### src/rtl/bam_div_pkg.sv
// Shared widths, limits and FSM encoding for the sequential restoring divider.
package bam_div_pkg;

    localparam int DIVIDEND_W = 16;
    localparam int DIVISOR_W  = 8;
    localparam int APPROX_MAX = 4;

    typedef enum logic [1:0] {
        IDLE = 2'd0,
        CALC = 2'd1,
        DONE = 2'd2
    } state_t;

endpackage

### src/rtl/bam_div_step.sv
// One restoring-division step: compare the shifted partial remainder with the divisor.
module bam_div_step
    import bam_div_pkg::*;
(
    input  logic [DIVISOR_W:0]   part_rem,
    input  logic [DIVISOR_W-1:0] divisor,
    output logic [DIVISOR_W-1:0] next_rem,
    output logic                 q_bit
);

    assign q_bit = (part_rem >= {1'b0, divisor});
    // After a successful subtract the value is below the divisor, so it fits in DIVISOR_W bits.
    assign next_rem = q_bit ? DIVISOR_W'(part_rem - {1'b0, divisor}) : part_rem[DIVISOR_W-1:0];

endmodule

### src/rtl/bam_seq_divider_8bits.sv
// Sequential 16/8 unsigned restoring divider, one quotient bit per cycle,
// with optional truncation of the low APPROX_LSBS quotient bits.
module bam_seq_divider_8bits
    import bam_div_pkg::*;
#(
    parameter int APPROX_LSBS = 0
) (
    input  logic                  clk,
    input  logic                  rst,
    input  logic                  in_valid,
    output logic                  in_ready,
    input  logic [DIVIDEND_W-1:0] dividend,
    input  logic [DIVISOR_W-1:0]  divisor,
    output logic                  out_valid,
    input  logic                  out_ready,
    output logic [DIVISOR_W-1:0]  quotient,
    output logic [DIVISOR_W-1:0]  remainder,
    output logic                  div_by_zero,
    output logic                  overflow
);

    localparam int         ITERS     = DIVISOR_W - APPROX_LSBS;
    localparam logic [3:0] ITERS_CNT = 4'(ITERS);

    state_t                 state;
    logic [3:0]             iter_cnt;
    logic [DIVISOR_W-1:0]   dvsr;
    logic [DIVISOR_W-1:0]   dvd_lo;
    logic [DIVISOR_W-1:0]   part_rem;
    logic [DIVISOR_W-2:0]   q_acc;
    logic [DIVISOR_W:0]     step_in;
    logic [DIVISOR_W-1:0]   step_rem;
    logic                   step_q;
    logic                   accept;

    // Computed bits land at the bottom of the word; move them up past the skipped LSBs.
    function automatic logic [DIVISOR_W-1:0] align_quotient(input logic [DIVISOR_W-1:0] q_raw);
        return q_raw << APPROX_LSBS;
    endfunction

    function automatic logic [DIVISOR_W-1:0] final_remainder(input logic [DIVISOR_W-1:0] r_raw);
        return (APPROX_LSBS > 0) ? '0 : r_raw;
    endfunction

    assign in_ready  = (state == IDLE);
    assign out_valid = (state == DONE);
    assign accept    = in_valid && (state == IDLE);
    assign step_in   = {part_rem, dvd_lo[DIVISOR_W-1]};

    bam_div_step u_step (
        .part_rem (step_in),
        .divisor  (dvsr),
        .next_rem (step_rem),
        .q_bit    (step_q)
    );

    always_ff @(posedge clk) begin
        if (rst) begin
            state       <= IDLE;
            iter_cnt    <= '0;
            quotient    <= '0;
            remainder   <= '0;
            div_by_zero <= 1'b0;
            overflow    <= 1'b0;
        end else begin
            case (state)
                IDLE: begin
                    if (in_valid) begin
                        iter_cnt <= ITERS_CNT;
                        if (divisor == '0) begin
                            div_by_zero <= 1'b1;
                            overflow    <= 1'b0;
                            quotient    <= '1;
                            remainder   <= dividend[DIVISOR_W-1:0];
                            state       <= DONE;
                        end else if (dividend[DIVIDEND_W-1:DIVISOR_W] >= divisor) begin
                            div_by_zero <= 1'b0;
                            overflow    <= 1'b1;
                            quotient    <= '1;
                            remainder   <= '1;
                            state       <= DONE;
                        end else begin
                            div_by_zero <= 1'b0;
                            overflow    <= 1'b0;
                            state       <= CALC;
                        end
                    end
                end
                CALC: begin
                    iter_cnt <= iter_cnt - 4'd1;
                    if (iter_cnt == 4'd1) begin
                        quotient  <= align_quotient({q_acc, step_q});
                        remainder <= final_remainder(step_rem);
                        state     <= DONE;
                    end
                end
                DONE: begin
                    if (out_ready) begin
                        state <= IDLE;
                    end
                end
                default: state <= IDLE;
            endcase
        end
    end

    // Datapath: operand capture on accept, one restoring step per CALC cycle.
    always_ff @(posedge clk) begin
        if (accept) begin
            dvsr     <= divisor;
            dvd_lo   <= dividend[DIVISOR_W-1:0];
            part_rem <= dividend[DIVIDEND_W-1:DIVISOR_W];
            q_acc    <= '0;
        end else if (state == CALC) begin
            part_rem <= step_rem;
            dvd_lo   <= {dvd_lo[DIVISOR_W-2:0], 1'b0};
            q_acc    <= {q_acc[DIVISOR_W-3:0], step_q};
        end
    end

endmodule

### config.mk
export PLATFORM = sky130hd
export DESIGN_NAME = bam_seq_divider_8bits
export DESIGN_NICKNAME = d
export VERILOG_FILES = /design/src/rtl/bam_div_pkg.sv /design/src/rtl/bam_div_step.sv /design/src/rtl/bam_seq_divider_8bits.sv
export SDC_FILE = /design/constraint.sdc
export NUM_CORES = 1
export LEC_CHECK = 0
export CORE_UTILIZATION = 35
export CTS_CLUSTER_SIZE = 12
export DETAILED_ROUTE_END_ITERATION = 10
export PLACE_DENSITY = 0.66
export SLEW_MARGIN = 20
export SYNTH_ARGS = -nofsm -noshare
export SYNTH_HDL_FRONTEND = slang
export SYNTH_SLANG_ARGS = --single-unit
### constraint.sdc
create_clock -name clk -period 4.3 [get_ports clk]
set_input_delay 1.29 -clock clk [delete_from_list [all_inputs] [get_ports clk]]
set_output_delay 1.29 -clock clk [all_outputs]
set_load 0.05 [all_outputs]
Word level (Yosys, flattened, before mapping)
Index checks and enable logic that the tools add are counted.

Divide/modulo/power cells: 0. Reduce and logical (&&, ||, !) cells: 9. Mux-type cells: 25. Bitwise logic cells: 0. Order comparisons: 2. Shifts and indexed selects: 0. $add $sub $neg: 2. Eq/ne operators: 7. Multipliers: 0.

Operators with widths (number): $mux 8 (12); $pmux 8 s2 (2); $mux 2 (5); $ge 9x8->1 (1); $ge 8x8->1 (1); $logic_not 8->1 (1); $pmux 4 s2 (1); $sub 8x8->8 (1); $pmux 2 s3 (1); $eq 4x1->1 const B (1); $mux 4 (1); $ne 2x2->1 const B (2); $reduce_and 2->1 (2); $reduce_and 4->1 (1); $reduce_bool 2->1 (2); $sub 4x1->4 const B (1); $mux 1 (3); $ne 3x1->1 const B (1); $reduce_and 3->1 (1); $eq 2x1->1 const B (1); $eq 2x2->1 const B (1); $logic_not 2->1 (1); $ne 2x1->1 const B (1); $logic_and 1x1->1 (1).

Memories: 0. Output and inout port bits: 20. Input port bits: 28. Register bits after elaboration: 55. Bits in read-only memories: 0. Word-level logic and storage cells: 55. Bits in latches: 0. RAM bits: 0.

Depth between registers and ports, before layout
Gate-level depths: netlist (run 1).

Word-level depth: 5. Depth in mapped cells: 9. Depth with buffers taken out: 9.

Modules after synthesis
A second synthesis (run 1) with hierarchy kept.

Cells, all modules: 342. Area total of the unflattened synthesis: 3005.4 µm².

By module, submodules not included: bam_seq_divider_8bits (sequential area each 1341.3 µm², cells an instance 272, instances 1, area each 2493.6 µm²); bam_div_step (sequential area each 0.0 µm², cells an instance 70, instances 1, area each 511.7 µm²).

Worst setup path before layout (run 1)
OpenSTA, ideal clock, no wires.

Kind: in2reg. Start point: in divisor[5]. End point: reg remainder[6]. Buffers on the path: 1. Required time: 4.165 ns. Data arrival time: 2.942 ns. Library setup time: 0.135 ns. Cell stages on the path: 9. Path slack: 1.223 ns. Cells stage by stage: inv_1 > ha_1 > a211oi_1 > nor2_1 > a211oi_1 > a211o_1 > buf_6 > mux2i_1 > o41ai_2.

Cells in the longest elaborated chain, start to end: 4. Elaborated cells between the ends (all ways): 7. Those cells by class: order compare (1); eq/ne (1); mux (3); reduce/logical (2).

RTL lines: start, declared (line bam_seq_divider_8bits.sv:13) `input logic [DIVISOR_W-1:0] divisor,`; branches (longest 4 deep; another with $ge 8x8->1); end signal, assigned (line bam_seq_divider_8bits.sv:74) `remainder <= dividend[DIVISOR_W-1:0];`; end signal, assigned (line bam_seq_divider_8bits.sv:93) `remainder <= final_remainder(step_rem);`; end, declared (line bam_seq_divider_8bits.sv:17) `output logic [DIVISOR_W-1:0] remainder,`.

Parallel ways; which one is timed is not known. The select of a mux whose other input is x is not followed. A chain may end at the register's enable or synchronous reset.

Final worst setup path (run 1)
Start point: in divisor[2]. End point: reg quotient[7].

Cells in the longest elaborated chain, start to end: 4. Elaborated cells between the ends (all ways): 7. Those cells by class: order compare (1); eq/ne (1); mux (3); reduce/logical (2).

RTL lines: branches (longest 4 deep; another with $ge 8x8->1); end signal, assigned (line bam_seq_divider_8bits.sv:92) `quotient <= align_quotient({q_acc, step_q});`; end, declared (line bam_seq_divider_8bits.sv:16) `output logic [DIVISOR_W-1:0] quotient,`.

Parallel ways; which one is timed is not known. The select of a mux whose other input is x is not followed.

==> results of run 1 <==
## placed cells by master, fill, tap and decap left out, types with 11 or more instances in the layout
| cell | count |
|---|---|
| clkdlybuf4s50_1 | 47 |
| nand2_1 | 46 |
| nor2_1 | 41 |
| dfxtp_1 | 31 |
| edfxtp_1 | 24 |
| a21oi_1 | 23 |
| nor3_1 | 23 |
| inv_1 | 22 |
| ha_1 | 18 |
| nand3_1 | 11 |
## kinds of logic (layout without fill, tap and decap cells)
logic type	Yosys count	count (layout)	synth area share, %
DFF	55	55	44.52
buffers and inverters	40	84	5.689
and+or+nand+nor	147	147	22.92
xor gates and xnor gates	3	3	0.8723
adders and majority gates	19	19	8.140
AOI/OAI and AO/OA	67	67	15.86
muxes	6	6	1.993
## power by group through the flow
stage / clock network [mW] / registers [mW] / logic [mW]
floorplan: 0 / 0.759 / 0.417
global placement: 0 / 0.701 / 0.634
detailed placement: 0 / 0.703 / 0.648
CTS: 0.321 / 0.691 / 0.652
global route: 0.342 / 0.700 / 0.719
finish: 0.318 / 0.691 / 0.651
## state kept, by name (all words and copies together) (netlist names)
signal / cells
dvd_lo: 8
dvsr: 8
part_rem: 8
quotient: 8
remainder: 8
q_acc: 7
iter_cnt: 4
state: 2
div_by_zero: 1
overflow: 1
## critical path: cells and delay by family
family / cells / cell delay, ps
fa+ha+maj: 1 / 290
buf+inv: 4 / 1020
simple gates: 2 / 220
compound gates: 4 / 1000
## worst paths after layout
check	cells past startpoint	endpoint	from	slack (ps)
max reg2reg	6	remainder[6]$_SDFFE_PP0P_	state[1]$_SDFFE_PP0P_	1780
max	11	quotient[7]$_SDFFE_PP0P_	divisor[2]	740
min reg2reg	2	div_by_zero$_SDFFE_PP0P_	div_by_zero$_SDFFE_PP0P_	470
min	2	div_by_zero$_SDFFE_PP0P_	div_by_zero$_SDFFE_PP0P_	470
## metrics by stage
stage | setup slack [ps] | hold WS (ps) | utilization, % | instances
floorplan | 1223 | 437.0 | - | 337
global placement | 518.0 | 445.2 | 43.29 | 478
detailed placement | 399.3 | 459.8 | 43.29 | 478
CTS | 731.5 | 475.7 | 44.44 | 486
global route | 476.0 | 503.5 | 44.47 | 486
finish | 738.3 | 474.3 | 44.47 | 486
## per-layer routing
metal	up-vias	share of wire [%]	routed length (um)	track usage (%)
li1	1271	-	-	-
met1	1207	48	3436	22.86
met2	47	48	3432	28.72
met3	8	3.3	238	2.576
met4	0	1.3	93	5.682
met5	-	0	0	0
## final cells by class
type | count | share of cell area [%]
tap | 105 | 3.578
inverter | 23 | 2.351
timing repair buffer | 53 | 14.04
clock inverter | 3 | 0.7155
sequential | 55 | 36.52
multi-input combinational | 242 | 40.92
clock buffer | 5 | 1.874
==> flow_summary.ini, run 1 <==
[outcome]
outcome = finished clean

[floorplan]
pin_count = 48
die_area_um2 = 8983
dieWidth_um = 94.78
die_y_um = 94.78
fp.coreArea_um2 = 8258
num_rows = 33
start_util_pct = 36.48

[finish]
multi_input_area_um2 = 1503
layout-drive-gt1-share_pct = 7.612
fillers = 818
nets = 427
diodes = 0
stdcell_area_um2 = 3672
regArea_um2 = 1341
area_growth_pct = 21.89

[synthesis]
synth_area_um2 = 3013
synthTopCellsByArea = edfxtp_1 24%, dfxtp_1 21%, ha_1 7.5%
yosys.area.top_type = edfxtp_1
synth_top_area_share_pct = 23.92
synthArstFlopShare_pct = 0
seq_area_frac_synth_pct = 44.52
synth_nets = 384
synth_common_cells = 46 x nand2_1, 42 x nor2_1, 31 x dfxtp_1
syn_avg_cell_area_um2 = 8.940
synth_cells = 337
synth_cell_types = 49
ys_warn_count = 0
yosys_register_bits = 55
synth_edf_count = 24
synthFlopType = dfxtp_1
yosysMostFrequentCell = nand2_1

[placement]
postPlaceCellArea_um2 = 3575
portBuffers = 47
gp_congestion = 0.8137
hpwl_um = 5379

[power_and_ir_drop]
internal_power_mw = 1.022
p_clk_share_pct = 19.1
pwr-share-seq_pct = 41.6
switching_share_pct = 38.38
power_switching_mw = 0.6368
power.density_nw_per_um2 = 451.8
ir_worst_vdd_v = 0.0001697
leakagePower_nw = 1.436
power_mw = 1.659
combPwrFrac_pct = 39.2

[route]
dr.pass1.iters = 4
wl_um = 7199
wl_per_cell_um = 14.81
vias = 2533
vias_per_cell = 5.212
antenna_left = 0
dr.first_iter.drc_count = 148
drc = 0

[clocking]
cts_setup_buffers = 0
clock_sinks = 55
root_buffer = clkbuf_8
cts_tree = done
clk_latency_ps = 320
cts_hold_buf = 0
cts_buffers = 5
clk_pin_slew_ps = 110
ctsLongestPathBuffers = 2
htreeDepth = 2
post_cts_resized = 0

[grt]
gr-total-overflow = 0
antenna_found_initial = 0
grt_max_degree = 26
first_global_vias = 2460
grt_use_total_pct = 17.27
grt_pass1_wl_um = 11790

[worst_setup_path]
crit_path_cell_trace = clkdlybuf4s50_1 > inv_1 > ha_1 > a211oi_1 > o21ai_0 > a211oi_1 > buf_4 > a211o_1 > buf_4 > nor3_1 > nor3_1
worstPathArrival_ps = 3810
critPathLaunchType = primary input
crit_slowest_cell = clkdlybuf4s50_1
crit_type = primary input to flop
end_kind = flop
max_stage_delay_ps = 520
path_max_fanout = 14
cp.required_ps = 4550

[sta]
fin_crit_sh_pct = 82.83
slew_headroom_pct = 36.92
rsz0062_at_grt = false
setup_viol = 0
final_max_slew_viol_count = 0
hold_viol = 0
fmax_mhz = 280.8
fin_worst_skew_ps = 6.415
setup_tns_ps = 0
worst_slew_pin_slew_ps = 946.2
fin_crit_ps = 3562

[hold_path]
min-delay-path-class = flop to flop

[run]
maxCapViolations = 0
Power figures use the tool's default switching activity.
==> inputs of run 2 (changes only) <==
==> constraint.sdc (replaced) <==
create_clock -name clk -period 3.3 [get_ports clk]
set_input_delay 0.99 -clock clk [delete_from_list [all_inputs] [get_ports clk]]
set_output_delay 0.99 -clock clk [all_outputs]
set_load 0.05 [all_outputs]
==> run 2 against run 1 <==
Net effect: die area is the same; clock skew is 5.7 ps higher; register-to-register slack lost 980 ps; sequential power increased by 30%; sequential cell count unchanged; clock power up 25%; core utilization rose by 1.3 points; clock-buffer cell count unchanged; combinational power grew 33%; critical endpoint is now remainder[4]$_SDFFE_PP0P_; power is 30% higher.
==> flow_summary.ini, run 2 (synthesis results as in run 1) <==
[worst_setup_path]
critical-path-top-delay-family = buffers and inverters
r2r_slack_ps = 800
crit_type = primary input to flop
worstPathArrival_ps = 3260
reg2regPathDepth = 7
crit_buf_inv = 4
crit_path_cell_trace = clkdlybuf4s50_1 > inv_1 > ha_1 > a211oi_1 > o21ai_0 > a211oi_1 > buf_4 > a211o_1 > buf_4 > nand3_1 > o41ai_2
r2r_start = part_rem[2]$_DFFE_PP_
end_kind = flop
cp.required_ps = 3520
crit_slowest_cell = clkdlybuf4s50_1
max_stage_delay_ps = 490
critPathLaunchType = primary input
path_max_fanout = 11
rr_endpoint = part_rem[5]$_DFFE_PP_

[finish]
layout_common_cells = 47 x clkdlybuf4s50_1, 46 x nand2_1, 42 x nor2_1, 31 x dfxtp_1, 24 x edfxtp_1
layout_commonest_cell = clkdlybuf4s50_1
stdcell_area_um2 = 3782
fillers = 813
final_util_pct = 45.80
regArea_um2 = 1341
diodes = 0
multi_input_area_um2 = 1500
layout-drive-gt1-share_pct = 10.86
nets = 442
area_growth_pct = 25.54

[grt]
first_global_vias = 2402
grt_use_total_pct = 17.10
grt_max_degree = 26
gr-total-overflow = 0
antenna_found_initial = 0
grt_pass1_wl_um = 11680

[floorplan]
pin_count = 48
fp.coreArea_um2 = 8258
dieWidth_um = 94.78
die_y_um = 94.78
die_area_um2 = 8983
num_rows = 33
start_util_pct = 36.48

[sta]
hold_viol = 0
slew_headroom_pct = 65.81
whs_ps = 468.5
worst_slew_pin_slew_ps = 511.3
rsz0062_at_grt = false
setup_viol = 0
fin_crit_sh_pct = 92.07
fin_worst_skew_ps = 12.11
final_max_slew_viol_count = 0
fmax_mhz = 329.1
setup_tns_ps = 0
fin_crit_ps = 3038

[clocking]
root_buffer = clkbuf_8
post_cts_resized = 0
cts_buffers = 5
cts_tree = done
clk_pin_slew_ps = 110
clock_sinks = 55
clk_latency_ps = 320
cts_setup_buffers = 0
cts_hold_buf = 0
htreeDepth = 2
ctsLongestPathBuffers = 2

[route]
drc = 0
wl_per_cell_um = 14.19
dr.first_iter.drc_count = 133
vias_per_cell = 5.110
antenna_left = 0
vias = 2560
dr.pass1.iters = 4
wl_um = 7107

[power_and_ir_drop]
power_switching_mw = 0.8166
internal_power_mw = 1.344
power_mw = 2.161
power.density_nw_per_um2 = 571.3
pwr-share-seq_pct = 41.6
p_clk_share_pct = 18.4
leakagePower_nw = 1.509
ir_worst_vdd_v = 0.0002629
combPwrFrac_pct = 40.0
switching_share_pct = 37.79

[placement]
gp_congestion = 0.8379
portBuffers = 47
postPlaceCellArea_um2 = 3687
hpwl_um = 5428

[hold_path]
min_to = q_acc[6]$_SDFFE_PP0P_
min_path_cells = 2
hp-start = q_acc[6]$_SDFFE_PP0P_
min-delay-path-class = flop to flop

[outcome]
outcome = finished clean

[run]
maxCapViolations = 0
-- run 2: cell types whose count changed in the layout (fill, tap and decap cells not counted) --
cell | before | now
buf_4 | 6 | 21
clkinv_4 | 0 | 1
inv_6 | 1 | 0
nor2_1 | 41 | 42
nor2_2 | 1 | 0
-- run 2: area by class of cell --
| class | instances | area share (%) |
|---|---|---|
| multi-input cells | 242 | 39.66 |
| flip-flops and latches | 55 | 35.46 |
| repair buffers | 68 | 16.61 |
| well taps | 105 | 3.473 |
| inverters | 23 | 2.282 |
| clock buffers | 5 | 1.819 |
| clock inverters | 3 | 0.6947 |
-- run 2: per-layer routing --
layer	vias up	wire length, um	track usage, %
met5	-	0	0
li1	1305	-	-
met3	5	294	2.415
met2	55	3380	28.36
met4	0	83	4.924
met1	1195	3349	23.08
-- run 2: worst max path at each step --
stage	start	endpoint	slack [ps]	cells after the start
6_report	divisor[2]	remainder[4]$_SDFFE_PP0P_	260	11
5_1_grt	divisor[5]	quotient[2]$_SDFFE_PP0P_	70	11
4_1_cts	divisor[2]	quotient[7]$_SDFFE_PP0P_	260	11
3_5_place_dp	divisor[2]	quotient[7]$_SDFFE_PP0P_	-70	11
3_3_place_gp	divisor[5]	quotient[2]$_SDFFE_PP0P_	40	11
2_1_floorplan	divisor[5]	remainder[6]$_SDFFE_PP0P_	520	9
-- run 2: worst min-delay path, cell delays in order, from the launching register on --
cell     delay [ps]
dfxtp_1         330
nand2_1          50
a21oi_1          50
-- run 2: power by group through the flow --
stage,Sequential [mW],Clock (mW),Combinational (mW)
floorplan,0.989,0,0.543
global placement,0.912,0,0.848
detailed placement,0.914,0,0.862
CTS,0.898,0.409,0.866
global route,0.911,0.434,0.953
finish,0.898,0.398,0.865
-- run 2: stage by stage --
step	setup WS, ps	cells
2_1_floorplan	522.7	337
3_3_place_gp	38.46	493
4_1_cts	260.9	501
5_1_grt	72.35	501
3_5_place_dp	-69.98	493
6_report	261.5	501
==> inputs of run 3 (changes only) <==
--- a/config.mk
+++ b/config.mk
@@ -8,6 +8,7 @@
 export CORE_UTILIZATION = 35
 export CTS_CLUSTER_SIZE = 12
 export DETAILED_ROUTE_END_ITERATION = 10
+export GPL_TIMING_DRIVEN = 0
 export PLACE_DENSITY = 0.66
 export SLEW_MARGIN = 20
 export SYNTH_ARGS = -nofsm -noshare
==> run 3 against run 2 <==
Net effect: clock-buffer cell count unchanged; power up 1.7%; fmax grew 0.26%; global-route usage rose by 1.3 points; worst hold slack worse by 3.6 ps; core utilization decreased by 0.85 points; die area stayed put; clock power grew 5%; combinational power is 2% higher; final area down 1.9%; non-clock buffer count down 4; sequential power is essentially flat; largest cell class unchanged.
==> flow_summary.ini, run 3 (synthesis results as in run 1) <==
[sta]
fin_crit_sh_pct = 91.84
slew_headroom_pct = 34.43
fmax_mhz = 330.0
hold_viol = 0
setup_viol = 0
fin_worst_skew_ps = 13.49
rsz0062_at_grt = false
final_max_slew_viol_count = 0
fin_crit_ps = 3031
whs_ps = 464.8
worst_slew_pin_slew_ps = 983.6

[clocking]
cts_buffers = 5
clock_sinks = 55
ctsLongestPathBuffers = 2
htreeDepth = 2
root_buffer = clkbuf_8
cts_hold_buf = 0
cts_tree = done
clk_latency_ps = 330
clk_pin_slew_ps = 120

[finish]
diodes = 0
layout_common_cells = 46 x nand2_1, 46 x clkdlybuf4s50_1, 42 x nor2_1, 31 x dfxtp_1, 24 x edfxtp_1
area_growth_pct = 23.21
nets = 438
stdcell_area_um2 = 3712
layout-drive-gt1-share_pct = 7.398

[worst_setup_path]
max_stage_delay_ps = 520
r2r_start = state[1]$_SDFFE_PP0P_
worstPathArrival_ps = 3240
path_max_fanout = 10
crit_type = primary input to flop
cp.required_ps = 3510
critPathLaunchType = primary input
critPathLaunch = divisor[2]
crit_slowest_cell = clkdlybuf4s50_1
crit_path_cell_trace = clkdlybuf4s50_1 > inv_1 > ha_1 > a211oi_1 > o21ai_1 > a211oi_2 > a211o_1 > buf_6 > mux2i_1 > o41ai_2
end_kind = flop

[route]
wl_per_cell_um = 15.36
dr.pass1.iters = 4
dr.first_iter.drc_count = 159
vias = 2539
wl_um = 7632
antenna_left = 0
vias_per_cell = 5.109
drc = 0

[power_and_ir_drop]
leakagePower_nw = 1.448
ir_worst_vdd_v = 0.0003150
power_mw = 2.197
power.density_nw_per_um2 = 591.9

[placement]
hpwl_um = 5634
gp_congestion = 0.8700
postPlaceCellArea_um2 = 3605
portBuffers = 46

[floorplan]
num_rows = 33
start_util_pct = 36.48
dieWidth_um = 94.78
die_y_um = 94.78
pin_count = 48
fp.coreArea_um2 = 8258
die_area_um2 = 8983

[grt]
grt_use_total_pct = 18.43
antenna_found_initial = 0
grt_pass1_wl_um = 12560
gr-total-overflow = 0
first_global_vias = 2503
grt_max_degree = 20

[run]
maxCapViolations = 0

[outcome]
outcome = finished clean

[hold_path]
hp-start = div_by_zero$_SDFFE_PP0P_
min-delay-path-class = flop to flop
[run 3: cell count changes in the layout (fill, tap and decap cells not counted), sizes merged]
cell	previous run	this run
buf	21	6
clkbuf	5	17
clkdlybuf4s50	47	46
[run 3: per-stage QoR]
| step | instances | utilization (%) | TNS (ps) | setup slack (ps) |
|---|---|---|---|---|
| after floorplan | 337 | - | 0 | 522.7 |
| after global placement | 488 | 43.65 | -6538 | -491.9 |
| after detailed placement | 488 | 43.65 | -6871 | -507.1 |
| after CTS | 496 | 44.86 | 0 | 95.02 |
| after global routing | 497 | 44.95 | 0 | 23.03 |
| final | 497 | 44.95 | 0 | 269.4 |
[run 3: timing repair]
item,in CTS,in global routing
resized for setup,1,1
endpoints found under the setup margin,14,12
pin swaps,0,1
buffers inserted,0,1
[run 3: critical path, delay by kind of cell]
kind                       cells  cell delay (ps)
AOI/OAI and AO/OA              5             1000
adders and majority gates      1              280
muxes                          1              220
buffers and inverters          3              750
[run 3: path summary, 6_finish.rpt]
kind	to	slack [ps]	cells after the start
setup / recovery	remainder[6]$_SDFFE_PP0P_	270	10
hold / removal	div_by_zero$_SDFFE_PP0P_	460	2
setup reg to reg	iter_cnt[0]$_SDFFE_PP0P_	780	8
hold reg to reg	div_by_zero$_SDFFE_PP0P_	460	2
[run 3: final cells by class]
cell class,count,area (um^2)
fillers,827,4546
multi-input cells,242,1505
flip-flops and latches,55,1341
repair buffers,47,467.9
well taps,105,131.4
inverters,23,86.33
plain buffers,17,85.08
clock buffers,5,68.82
clock inverters,3,26.28
[run 3: metal layers]
metal | track usage, % | up-vias | part of all wire (%)
li1 | - | 1294 | -
met3 | 3.140 | 8 | 3.8
met5 | 0 | - | 0
met1 | 25.12 | 1180 | 50
met2 | 29.20 | 57 | 45
met4 | 6.692 | 0 | 1.3
[run 3: report_power, final]
part	internal (mW)	switching (mW)	leakage (nW)	total, mW
logic	0.351	0.531	0.911	0.882
clock network	0.157	0.259	0.0506	0.417
registers	0.837	0.0609	0.487	0.898
total	1.35	0.851	1.45	2.20
